`config.mk`:
```
export PLATFORM = sky130hd
export DESIGN_NAME = dmem_responder_flat
export DESIGN_NICKNAME = d
export VERILOG_FILES = /design/src/rtl/cpu_types_pkg.sv /design/src/rtl/dmem_responder_if.sv /design/src/rtl/dmem_responder_link_reg.sv /design/src/rtl/dmem_responder.sv /design/src/flat_wrapper.sv
export SDC_FILE = /design/constraint.sdc
export NUM_CORES = 1
export LEC_CHECK = 0
export CELL_PAD_IN_SITES_DETAIL_PLACEMENT = 0
export CELL_PAD_IN_SITES_GLOBAL_PLACEMENT = 2
export CORE_ASPECT_RATIO = 0.5
export CORE_UTILIZATION = 25
export CTS_CLUSTER_SIZE = 10
export DETAILED_ROUTE_END_ITERATION = 8
export PLACE_DENSITY = 0.81
export SETUP_SLACK_MARGIN = 0.2
export SYNTH_ARGS = -nofsm -noshare
export SYNTH_HDL_FRONTEND = slang
export SYNTH_SLANG_ARGS = --single-unit
```
`constraint.sdc`:
```
create_clock -name CLK -period 2.5 [get_ports CLK]
set_clock_uncertainty 0.2 [all_clocks]
set_input_delay 0.625 -clock CLK [delete_from_list [all_inputs] [get_ports CLK]]
set_output_delay 0.625 -clock CLK [all_outputs]
set_load 0.05 [all_outputs]
```
`src/rtl/cpu_types_pkg.sv`:
```
// Shared CPU types for the data-memory responder: bus word, RAM handshake state,
// responder FSM state and the error word.
package cpu_types_pkg;

  typedef logic [31:0] word_t;

  typedef enum logic [1:0] {FREE, BUSY, ACCESS, ERROR} ramstate_t;

  typedef enum logic [1:0] {IDLE, REQ, DONE} dmem_state_t;

  localparam word_t DMEM_BAD_WORD = 32'hBAD1BAD1;

  // LL/SC reservations are tracked per 32-bit word.
  function automatic logic [29:0] wordAddr(input word_t a);
    return a[31:2];
  endfunction

endpackage

```
`src/rtl/dmem_responder_if.sv`:
```
// Pipeline MEM-stage request port and shared RAM port of dmem_responder.
// datomic exists only when DMEM_LLSC_EN is defined.
interface dmem_responder_if;
  import cpu_types_pkg::*;

  // Pipeline side: dREN/dWEN is held until dhit pulses for one cycle, and must
  // drop or change in the cycle after dhit. RAM side: strobes stay high until
  // ramstate reports ACCESS or ERROR.
  logic      dREN;
  logic      dWEN;
  word_t     daddr;
  word_t     dstore;
`ifdef DMEM_LLSC_EN
  logic      datomic;
`endif
  logic      dhit;
  word_t     dload;
  logic      derr;

  logic      ramREN;
  logic      ramWEN;
  word_t     ramaddr;
  word_t     ramstore;
  word_t     ramload;
  ramstate_t ramstate;

  modport slave (
`ifdef DMEM_LLSC_EN
    input  datomic,
`endif
    input  dREN, dWEN, daddr, dstore, ramload, ramstate,
    output dhit, dload, derr, ramREN, ramWEN, ramaddr, ramstore
  );

  modport master (
`ifdef DMEM_LLSC_EN
    output datomic,
`endif
    output dREN, dWEN, daddr, dstore, ramload, ramstate,
    input  dhit, dload, derr, ramREN, ramWEN, ramaddr, ramstore
  );

endinterface

```
`src/rtl/dmem_responder_link_reg.sv`:
```
// Load-linked reservation register (valid bit + word address); only built
// when DMEM_LLSC_EN is defined.
`ifdef DMEM_LLSC_EN
module dmem_link_reg (
  input  logic        CLK,
  input  logic        nRST,
  input  logic        set,
  input  logic        clr,
  input  logic [29:0] setAddr,
  input  logic [29:0] cmpAddr,
  output logic        match
);

  logic        linkValid;
  logic [29:0] linkAddr;

  always_ff @(posedge CLK or negedge nRST) begin
    if (!nRST) begin
      linkValid <= 1'b0;
      linkAddr  <= '0;
    end else if (clr) begin
      linkValid <= 1'b0;
    end else if (set) begin
      linkValid <= 1'b1;
      linkAddr  <= setAddr;
    end
  end

  assign match = linkValid && (linkAddr == cmpAddr);

endmodule
`endif

```
`src/rtl/dmem_responder.sv`:
```
// MEM-stage data responder: turns the multi-cycle RAM ramstate handshake into a
// single dhit pulse, with a REQ timeout. DMEM_LLSC_EN adds LL/SC support.
module dmem_responder
  import cpu_types_pkg::*;
#(
  parameter int    TIMEOUT_CYC = 15,
  parameter word_t BAD_WORD    = DMEM_BAD_WORD
) (
  input  logic             CLK,
  input  logic             nRST,
  dmem_responder_if.slave  dif,
  output dmem_state_t      dbgState
);

  localparam int CW = (TIMEOUT_CYC < 1) ? 1 : $clog2(TIMEOUT_CYC + 1);

  dmem_state_t   state;
  logic [CW-1:0] toCnt;
  logic          opWrite;
  logic          dhitQ, derrQ, ramRenQ, ramWenQ;
  word_t         dloadQ, ramAddrQ, ramStoreQ;
  word_t         writeResult;
  logic          ramDone, ramFail;

  assign ramDone = (dif.ramstate == ACCESS);
  assign ramFail = (dif.ramstate == ERROR) || (toCnt == CW'(TIMEOUT_CYC));

`ifdef DMEM_LLSC_EN
  logic opAtomic;
  logic linkSet, linkClr, linkMatch, scFail;

  // LL reserves only once the read has actually completed; SC success or a
  // plain store to the reserved word drops the reservation.
  assign linkSet = (state == REQ) && !opWrite && opAtomic && ramDone;
  assign linkClr = ((state == REQ) && opWrite && opAtomic && ramDone) ||
                   ((state == IDLE) && dif.dWEN && !dif.datomic && linkMatch);
  assign scFail  = dif.dWEN && dif.datomic && !linkMatch;
  assign writeResult = {31'b0, opAtomic};

  dmem_link_reg u_link (
    .CLK     (CLK),
    .nRST    (nRST),
    .set     (linkSet),
    .clr     (linkClr),
    .setAddr (wordAddr(ramAddrQ)),
    .cmpAddr (wordAddr(dif.daddr)),
    .match   (linkMatch)
  );
`else
  assign writeResult = '0;
`endif

  always_ff @(posedge CLK or negedge nRST) begin
    if (!nRST) begin
      state     <= IDLE;
      toCnt     <= '0;
      opWrite   <= 1'b0;
`ifdef DMEM_LLSC_EN
      opAtomic  <= 1'b0;
`endif
      dhitQ     <= 1'b0;
      derrQ     <= 1'b0;
      dloadQ    <= '0;
      ramRenQ   <= 1'b0;
      ramWenQ   <= 1'b0;
      ramAddrQ  <= '0;
      ramStoreQ <= '0;
    end else begin
      case (state)
        IDLE: begin
          toCnt <= '0;
          if (dif.dWEN || dif.dREN) begin
            ramAddrQ  <= dif.daddr;
            ramStoreQ <= dif.dstore;
            opWrite   <= dif.dWEN;
`ifdef DMEM_LLSC_EN
            opAtomic  <= dif.datomic;
            // A failing SC never touches the RAM.
            if (scFail) begin
              state  <= DONE;
              dhitQ  <= 1'b1;
              dloadQ <= '0;
              derrQ  <= 1'b0;
            end else
`endif
            begin
              state   <= REQ;
              ramWenQ <= dif.dWEN;
              ramRenQ <= !dif.dWEN;
            end
          end
        end
        REQ: begin
          if (ramDone) begin
            state   <= DONE;
            dhitQ   <= 1'b1;
            dloadQ  <= opWrite ? writeResult : dif.ramload;
            derrQ   <= 1'b0;
            toCnt   <= '0;
            ramRenQ <= 1'b0;
            ramWenQ <= 1'b0;
          end else if (ramFail) begin
            state   <= DONE;
            dhitQ   <= 1'b1;
            dloadQ  <= BAD_WORD;
            derrQ   <= 1'b1;
            toCnt   <= '0;
            ramRenQ <= 1'b0;
            ramWenQ <= 1'b0;
          end else begin
            toCnt <= toCnt + 1'b1;
          end
        end
        DONE: begin
          dhitQ <= 1'b0;
          state <= IDLE;
        end
        default: begin
          state   <= IDLE;
          dhitQ   <= 1'b0;
          ramRenQ <= 1'b0;
          ramWenQ <= 1'b0;
        end
      endcase
    end
  end

  assign dif.dhit     = dhitQ;
  assign dif.dload    = dloadQ;
  assign dif.derr     = derrQ;
  assign dif.ramREN   = ramRenQ;
  assign dif.ramWEN   = ramWenQ;
  assign dif.ramaddr  = ramAddrQ;
  assign dif.ramstore = ramStoreQ;
  assign dbgState     = state;

endmodule

```
`src/flat_wrapper.sv`:
```
// flat-port wrapper written by rule: the top's interface ports become plain ports
module dmem_responder_flat import cpu_types_pkg::*;
#(
  parameter int    TIMEOUT_CYC = 15,
  parameter word_t BAD_WORD    = DMEM_BAD_WORD
)
  (CLK, nRST, dbgState, dif_dREN, dif_dWEN, dif_daddr, dif_dstore, dif_ramload, dif_ramstate, dif_dhit, dif_dload, dif_derr, dif_ramREN, dif_ramWEN, dif_ramaddr, dif_ramstore);
  dmem_responder_if dif_i ();
  input  logic CLK;
  input  logic nRST;
  output dmem_state_t dbgState;
  input wire logic [$bits(dif_i.dREN)-1:0] dif_dREN;
  input wire logic [$bits(dif_i.dWEN)-1:0] dif_dWEN;
  input wire logic [$bits(dif_i.daddr)-1:0] dif_daddr;
  input wire logic [$bits(dif_i.dstore)-1:0] dif_dstore;
  input wire logic [$bits(dif_i.ramload)-1:0] dif_ramload;
  input wire logic [$bits(dif_i.ramstate)-1:0] dif_ramstate;
  output wire logic [$bits(dif_i.dhit)-1:0] dif_dhit;
  output wire logic [$bits(dif_i.dload)-1:0] dif_dload;
  output wire logic [$bits(dif_i.derr)-1:0] dif_derr;
  output wire logic [$bits(dif_i.ramREN)-1:0] dif_ramREN;
  output wire logic [$bits(dif_i.ramWEN)-1:0] dif_ramWEN;
  output wire logic [$bits(dif_i.ramaddr)-1:0] dif_ramaddr;
  output wire logic [$bits(dif_i.ramstore)-1:0] dif_ramstore;
  assign dif_i.dREN = dif_dREN;
  assign dif_i.dWEN = dif_dWEN;
  assign dif_i.daddr = dif_daddr;
  assign dif_i.dstore = dif_dstore;
  assign dif_i.ramload = dif_ramload;
  assign dif_i.ramstate = dif_ramstate;
  assign dif_dhit = dif_i.dhit;
  assign dif_dload = dif_i.dload;
  assign dif_derr = dif_i.derr;
  assign dif_ramREN = dif_i.ramREN;
  assign dif_ramWEN = dif_i.ramWEN;
  assign dif_ramaddr = dif_i.ramaddr;
  assign dif_ramstore = dif_i.ramstore;
  dmem_responder #(.TIMEOUT_CYC(TIMEOUT_CYC), .BAD_WORD(BAD_WORD)) u_core (.CLK(CLK), .nRST(nRST), .dif(dif_i), .dbgState(dbgState));
endmodule
```
# [Word-level counts from Yosys, hierarchy flattened]
# Index checks and enable logic that the tools add are counted.
[totals] regBits=107 inputBits=102 output_inout_bits=102
[classes] n_addsub=1 n_eq_ne=7 n_mux=20 bitwise_logic=2 n_reduce_logical=11
[op_table] op="two-way mux 32 bit" n=3
[op_table] op="two-way mux 4 bit" n=2
[op_table] op="one-hot mux 4 bit (2 select lines)" n=1
[op_table] op="AND reduction 2 bit" n=4
[op_table] op="two-way mux 1 bit" n=7
[op_table] op="== test 2 bit, second input constant" n=3
[op_table] op="two-way mux 2 bit" n=3
[op_table] op="one-hot mux 1 bit (3 select lines)" n=2
[op_table] op="adder 4 x 1 -> 4 bit, second input constant" n=1
[op_table] op="== test 4 bit, second input constant" n=1
[op_table] op="one-hot mux 2 bit (2 select lines)" n=1
[op_table] op="nonzero test 2 bit" n=2
[op_table] op="inequality test 3 x 1 -> 1 bit, second input constant" n=1
[op_table] op="AND reduction 3 bit" n=1
[op_table] op="== test 2 x 1 -> 1 bit, second input constant" n=1
[op_table] op="zero test 2 bit" n=1
[op_table] op="logical OR 1 bit" n=2
[op_table] op="inequality test 2 x 1 -> 1 bit, second input constant" n=1
[op_table] op="NOT 1 bit" n=2
[op_table] op="one-hot mux 1 bit (2 select lines)" n=1
[op_table] op="zero test 1 bit" n=1

# [Depth between registers and ports, before layout]
[logic_depth] depth_word=5 mapped_depth=8 mapped_depth_nobuf=6

# [Worst setup path after synthesis]
# No wires, ideal clock.
[synth_timing] kind="register to register" from="register u_core.state[1] (netlist: u_core.dbgState[1])" to="register u_core.ramAddrQ[0] (netlist: u_core.dif.ramaddr[0])" setup_time_ns=0.125 t_arrival_ns=1.724 t_required_ns=2.175 setup_slack_ns=0.451 path_stages_with_launch=7 n_path_buf=3 period_less_slack_ns=2.049 cell_sequence="dfrtp_1 > buf_2 > nor2_1 > o21a_1 > buf_6 > buf_6 > mux2_2"
[synth_via] elab_chain_len=2
[synth_lines] element="from (decl)" line_no="dmem_responder.sv:17" source="dmem_state_t state;"
[synth_lines] element="from (signal assigned)" line_no="dmem_responder.sv:55" source="state <= IDLE;"
[synth_lines] element="from (signal assigned)" line_no="dmem_responder.sv:87" source="state <= REQ;"
[synth_lines] element="from (signal assigned)" line_no="dmem_responder.sv:95" source="state <= DONE;"
[synth_lines] element="zero test 2 bit" line_no="dmem_responder.sv:69" source="case (state)"
[synth_lines] element="AND reduction 2 bit (no source line)"
[synth_lines] element="to (signal assigned)" line_no="dmem_responder.sv:73" source="ramAddrQ <= dif.daddr;"
[synth_lines] element="to (decl)" line_no="dmem_responder.sv:21" source="word_t dloadQ, ramAddrQ, ramStoreQ;"
# Every way passes these cells.
# A chain may end at the register's enable or synchronous reset.

# [Final worst setup path]
[layout_timing] from="register u_core.state[0] (netlist: u_core.dbgState[0])" to="output dbgState[0]"
[layout_lines] element="to (decl)" line_no="flat_wrapper.sv:11" source="output dmem_state_t dbgState;"
# No word-level cell between the ends.

==> impl_metrics.tcl <==
set metrics [dict create \
    io_buffers 203 \
    p_seq_share_pct 30.0 \
    drt-wirelength-per-cell_um 15.5 \
    grt_overflow 0 \
    rsz0062_at_grt "false" \
    status "finished clean" \
    diodes 0 \
    grt_pass1_wl_mm 18.6 \
    drtAntennaViolNets 0 \
    pwr_density_cell_mw_per_mm2 1470 \
    setup.worst_path.start "u_core.dbgState[0]" \
    drv_cap 0 \
    arrival_ns 1.35 \
    core_area_mm2 0.0159 \
    cts.clk_slew.worst_paths_ns 0.08 \
    syn_nets 427 \
    drt-total-wl_mm 11.7 \
    layout_worst_path_cycle_share_pct 86.9 \
    cts_root_buf "clkbuf_16" \
    setup_viol 0 \
    fin_setup_tns_ns 0 \
    path_max_fanout 5 \
    critPathSlowestCell "dlygate4sd2_1" \
    p_int_uw 4900 \
    tightest_slew_ns 0.575 \
    ios 204 \
    slowest_delay_ns 0.57 \
    synth-main-ff-cell "dfrtp_1" \
    swShare_pct 49.6 \
    drt-initial-drc-count 62 \
    cp-start-kind "flip-flop" \
    grt_pass1_vias 3358 \
    clock_latency_ns 0.35 \
    synth-xor-area-share_pct 0 \
    syn-cell-area_mm2 0.00418 \
    clk_path_buf_depth 2 \
    drc_errors 0 \
    fin_nets 633 \
    crit_end "dbgState[0]" \
    synth-edff-count 0 \
    die_h_um 93.5 \
    crit_required_ns 1.67 \
    ys_ff_latch 107 \
    htreeDepth 3 \
    crit_chain "dlygate4sd2_1" \
    die_w_um 185 \
    grt_max_degree 62 \
    crit_buf_inv 1 \
    drv_slew 0 \
    cts_tree "built" \
    drive_gt1_share_pct 17.6 \
    total_power_uw 9730 \
    grt_antenna_before_repair 0 \
    syn_inst 324 \
    synthSimpleGateAreaFrac_pct 10.9 \
    cts_buffers 9 \
    muxShareOfSynthArea_pct 17.2 \
    cp.depth 1 \
    synth_largest_area_cell "dfrtp_1" \
    r2r_cells 5 \
    gp_congestion 0.707 \
    r2r_start "u_core.toCnt[0]" \
    area_growth_pct 58.7 \
    path_class "flip-flop to output pin" \
    fp-row-count 32 \
    ir_drop_uv 699 \
    dp.final_hpwl_mm 8.55 \
    p_sw_uw 4830 \
    synthAdderAreaFrac_pct 0.299 \
    seq_area_frac_synth_pct 64.0 \
    p_comb_share_pct 55.9 \
    initial_core_util_pct 26.4 \
    end_kind "output pin" \
    vias 3121 \
    period_minus_slack_ns 2.17 \
    slew_headroom_pct 61.7 \
    timing.rr.end "u_core.toCnt[3]" \
    dieArea_mm2 0.0173 \
    hold_class "input pin to asynchronous set/reset pin" \
    grt_usage_pct 14.2 \
    synth_warnings 0 \
    synth-compound-area-share_pct 4.43 \
    clock_sinks 107 \
    reg2reg_setup_slack_ns 0.54 \
    vias_per_cell 4.13 \
    syn_avg_cell_area_um2 12.9 \
    hold_viol 0 \
    power_frac_clock_pct 14.1 \
    clock.fmax_ghz 0.460 \
    power_leakage_uw 0.00296 \
    drtPass1Iterations 4 \
    synthDominantCellAreaShare_pct 64.0 \
    synth_top_family_by_area "multiplexers" \
    ys_top_cells_by_area "dfrtp_1 64%, mux2_2 17%, nand2b_1 3.3%" \
    synth_cell_type_count 25 \
    cp_top_family "buffers and inverters" \
    async_reset_ff_share_pct 100 \
]
[cells in the mapped netlist (all sizes together) (2+ instances only)]
| library cell | instances |
|---|---|
| a21oi | 22 |
| a22o | 2 |
| buf | 13 |
| clkbuf | 4 |
| dfrtp | 107 |
| inv | 4 |
| mux2 | 64 |
| nand2 | 31 |
| nand2b | 22 |
| nand3 | 15 |
| nor2 | 24 |
| o21ai | 4 |
| or3 | 2 |
[worst reg2reg max path, cell delays in order (launching register included)]
cell,delay [ns]
dfrtp_1,0.41
ha_1,0.25
and3_1,0.20
or3_1,0.39
or3_1,0.36
o21ai_0,0.07
[timing repair]
item / in CTS / in global routing
buffers inserted: 0 / 0
gates resized for setup: 99 / 0
hold endpoints to repair: 0 / 0
endpoints found under the setup margin: 99 / 0
hold buffers: 0 / 0
[state kept, by name (all words and copies together), names as in the netlist]
register             cells
u_core.dbgState          2
u_core.dif.derr          1
u_core.dif.dhit          1
u_core.dif.dload        32
u_core.dif.ramREN        1
u_core.dif.ramWEN        1
u_core.dif.ramaddr      32
u_core.dif.ramstore     32
u_core.opWrite           1
u_core.toCnt             4
[layout make-up]
cell class | instances | area (um2)
Timing Repair Buffer | 212 | 2020
Clock buffer | 11 | 243
Fill cell | 1560 | 9220
Tap cell | 221 | 277
Clock inverter | 5 | 37.5
Inverter | 4 | 15.0
Sequential cell | 107 | 2680
Multi-Input combinational cell | 196 | 1380
[power by group through the flow]
stage               registers (uW)  clock network, uW  logic (uW)
floorplan                     5570                  0        1340
global placement              2960                  0        6000
detailed placement            2990                  0        6030
CTS                           2930               1430        5520
global route                  3050               1490        5710
finish                        2920               1370        5440
[kinds of logic after synthesis]
family	Yosys count
adders and majority gates	1
AOI/OAI and AO/OA	33
muxes	64
buffers and inverters	21
DFF	107
and+or+nand+nor	98
[metrics by stage]
| stage | utilization, % | setup WS (ns) | std cells | area [um2] | hold slack [ns] |
|---|---|---|---|---|---|
| after floorplan | - | 0.451 | 324 | 4180 | 0.129 |
| after global placement | 40.9 | 0.217 | 740 | 6480 | 0.252 |
| after detailed placement | 40.9 | 0.205 | 740 | 6480 | 0.256 |
| after CTS | 41.9 | 0.304 | 756 | 6640 | 0.0734 |
| after global routing | 41.9 | 0.276 | 756 | 6640 | 0.0775 |
| final | 41.9 | 0.328 | 756 | 6640 | 0.0693 |
[layer usage]
metal  share of wire [%]  up-vias  GRT usage, %  wire length (um)
li1                    -     1503             -                 -
met1                  41     1542          16.8              4790
met2                  54       60          25.4              6260
met3                 3.7       16          3.70               433
met4                 1.8        0          4.34               205
met5                   0        -             0                 0
[worst min-delay path by stage]
stage / start / endpoint / depth (start not counted)
floorplan: nRST / u_core.dbgState[0] / 0
global placement: u_core.dif.dload[24] / u_core.dif.dload[24] / 2
detailed placement: u_core.dif.dload[5] / u_core.dif.dload[5] / 2
CTS: nRST / u_core.dif.ramaddr[7] / 2
global route: nRST / u_core.dif.ramaddr[7] / 2
finish: nRST / u_core.dif.ramaddr[11] / 2
[placed cells by master (no fill, tap or decap)]
cell type / synthesis / final
dfrtp_1: 107 / 107
clkdlybuf4s50_1: 0 / 100
dlygate4sd2_1: 0 / 99
mux2_2: 64 / 64
nand2_1: 31 / 31
nor2_1: 24 / 24
nand2b_1: 22 / 22
a21oi_1: 22 / 22
nand3_1: 15 / 15
clkbuf_16: 0 / 9
buf_4: 0 / 9
o21ai_0: 4 / 4
buf_12: 0 / 4
inv_1: 3 / 3
or3_1: 2 / 2
a22o_1: 2 / 2
clkinvlp_4: 0 / 2
o21a_2: 0 / 1
a31oi_1: 1 / 1
or2_1: 1 / 1
inv_2: 1 / 1
and3_1: 1 / 1
nor3_1: 1 / 1
o21bai_1: 1 / 1
a32o_1: 1 / 1
nor2b_1: 1 / 1
o22ai_1: 1 / 1
ha_1: 1 / 1
clkbuf_1: 4 / 1
clkinv_4: 0 / 1
clkbuf_8: 0 / 1
clkinv_2: 0 / 1
inv_6: 0 / 1
Power figures use the tool's default switching activity.
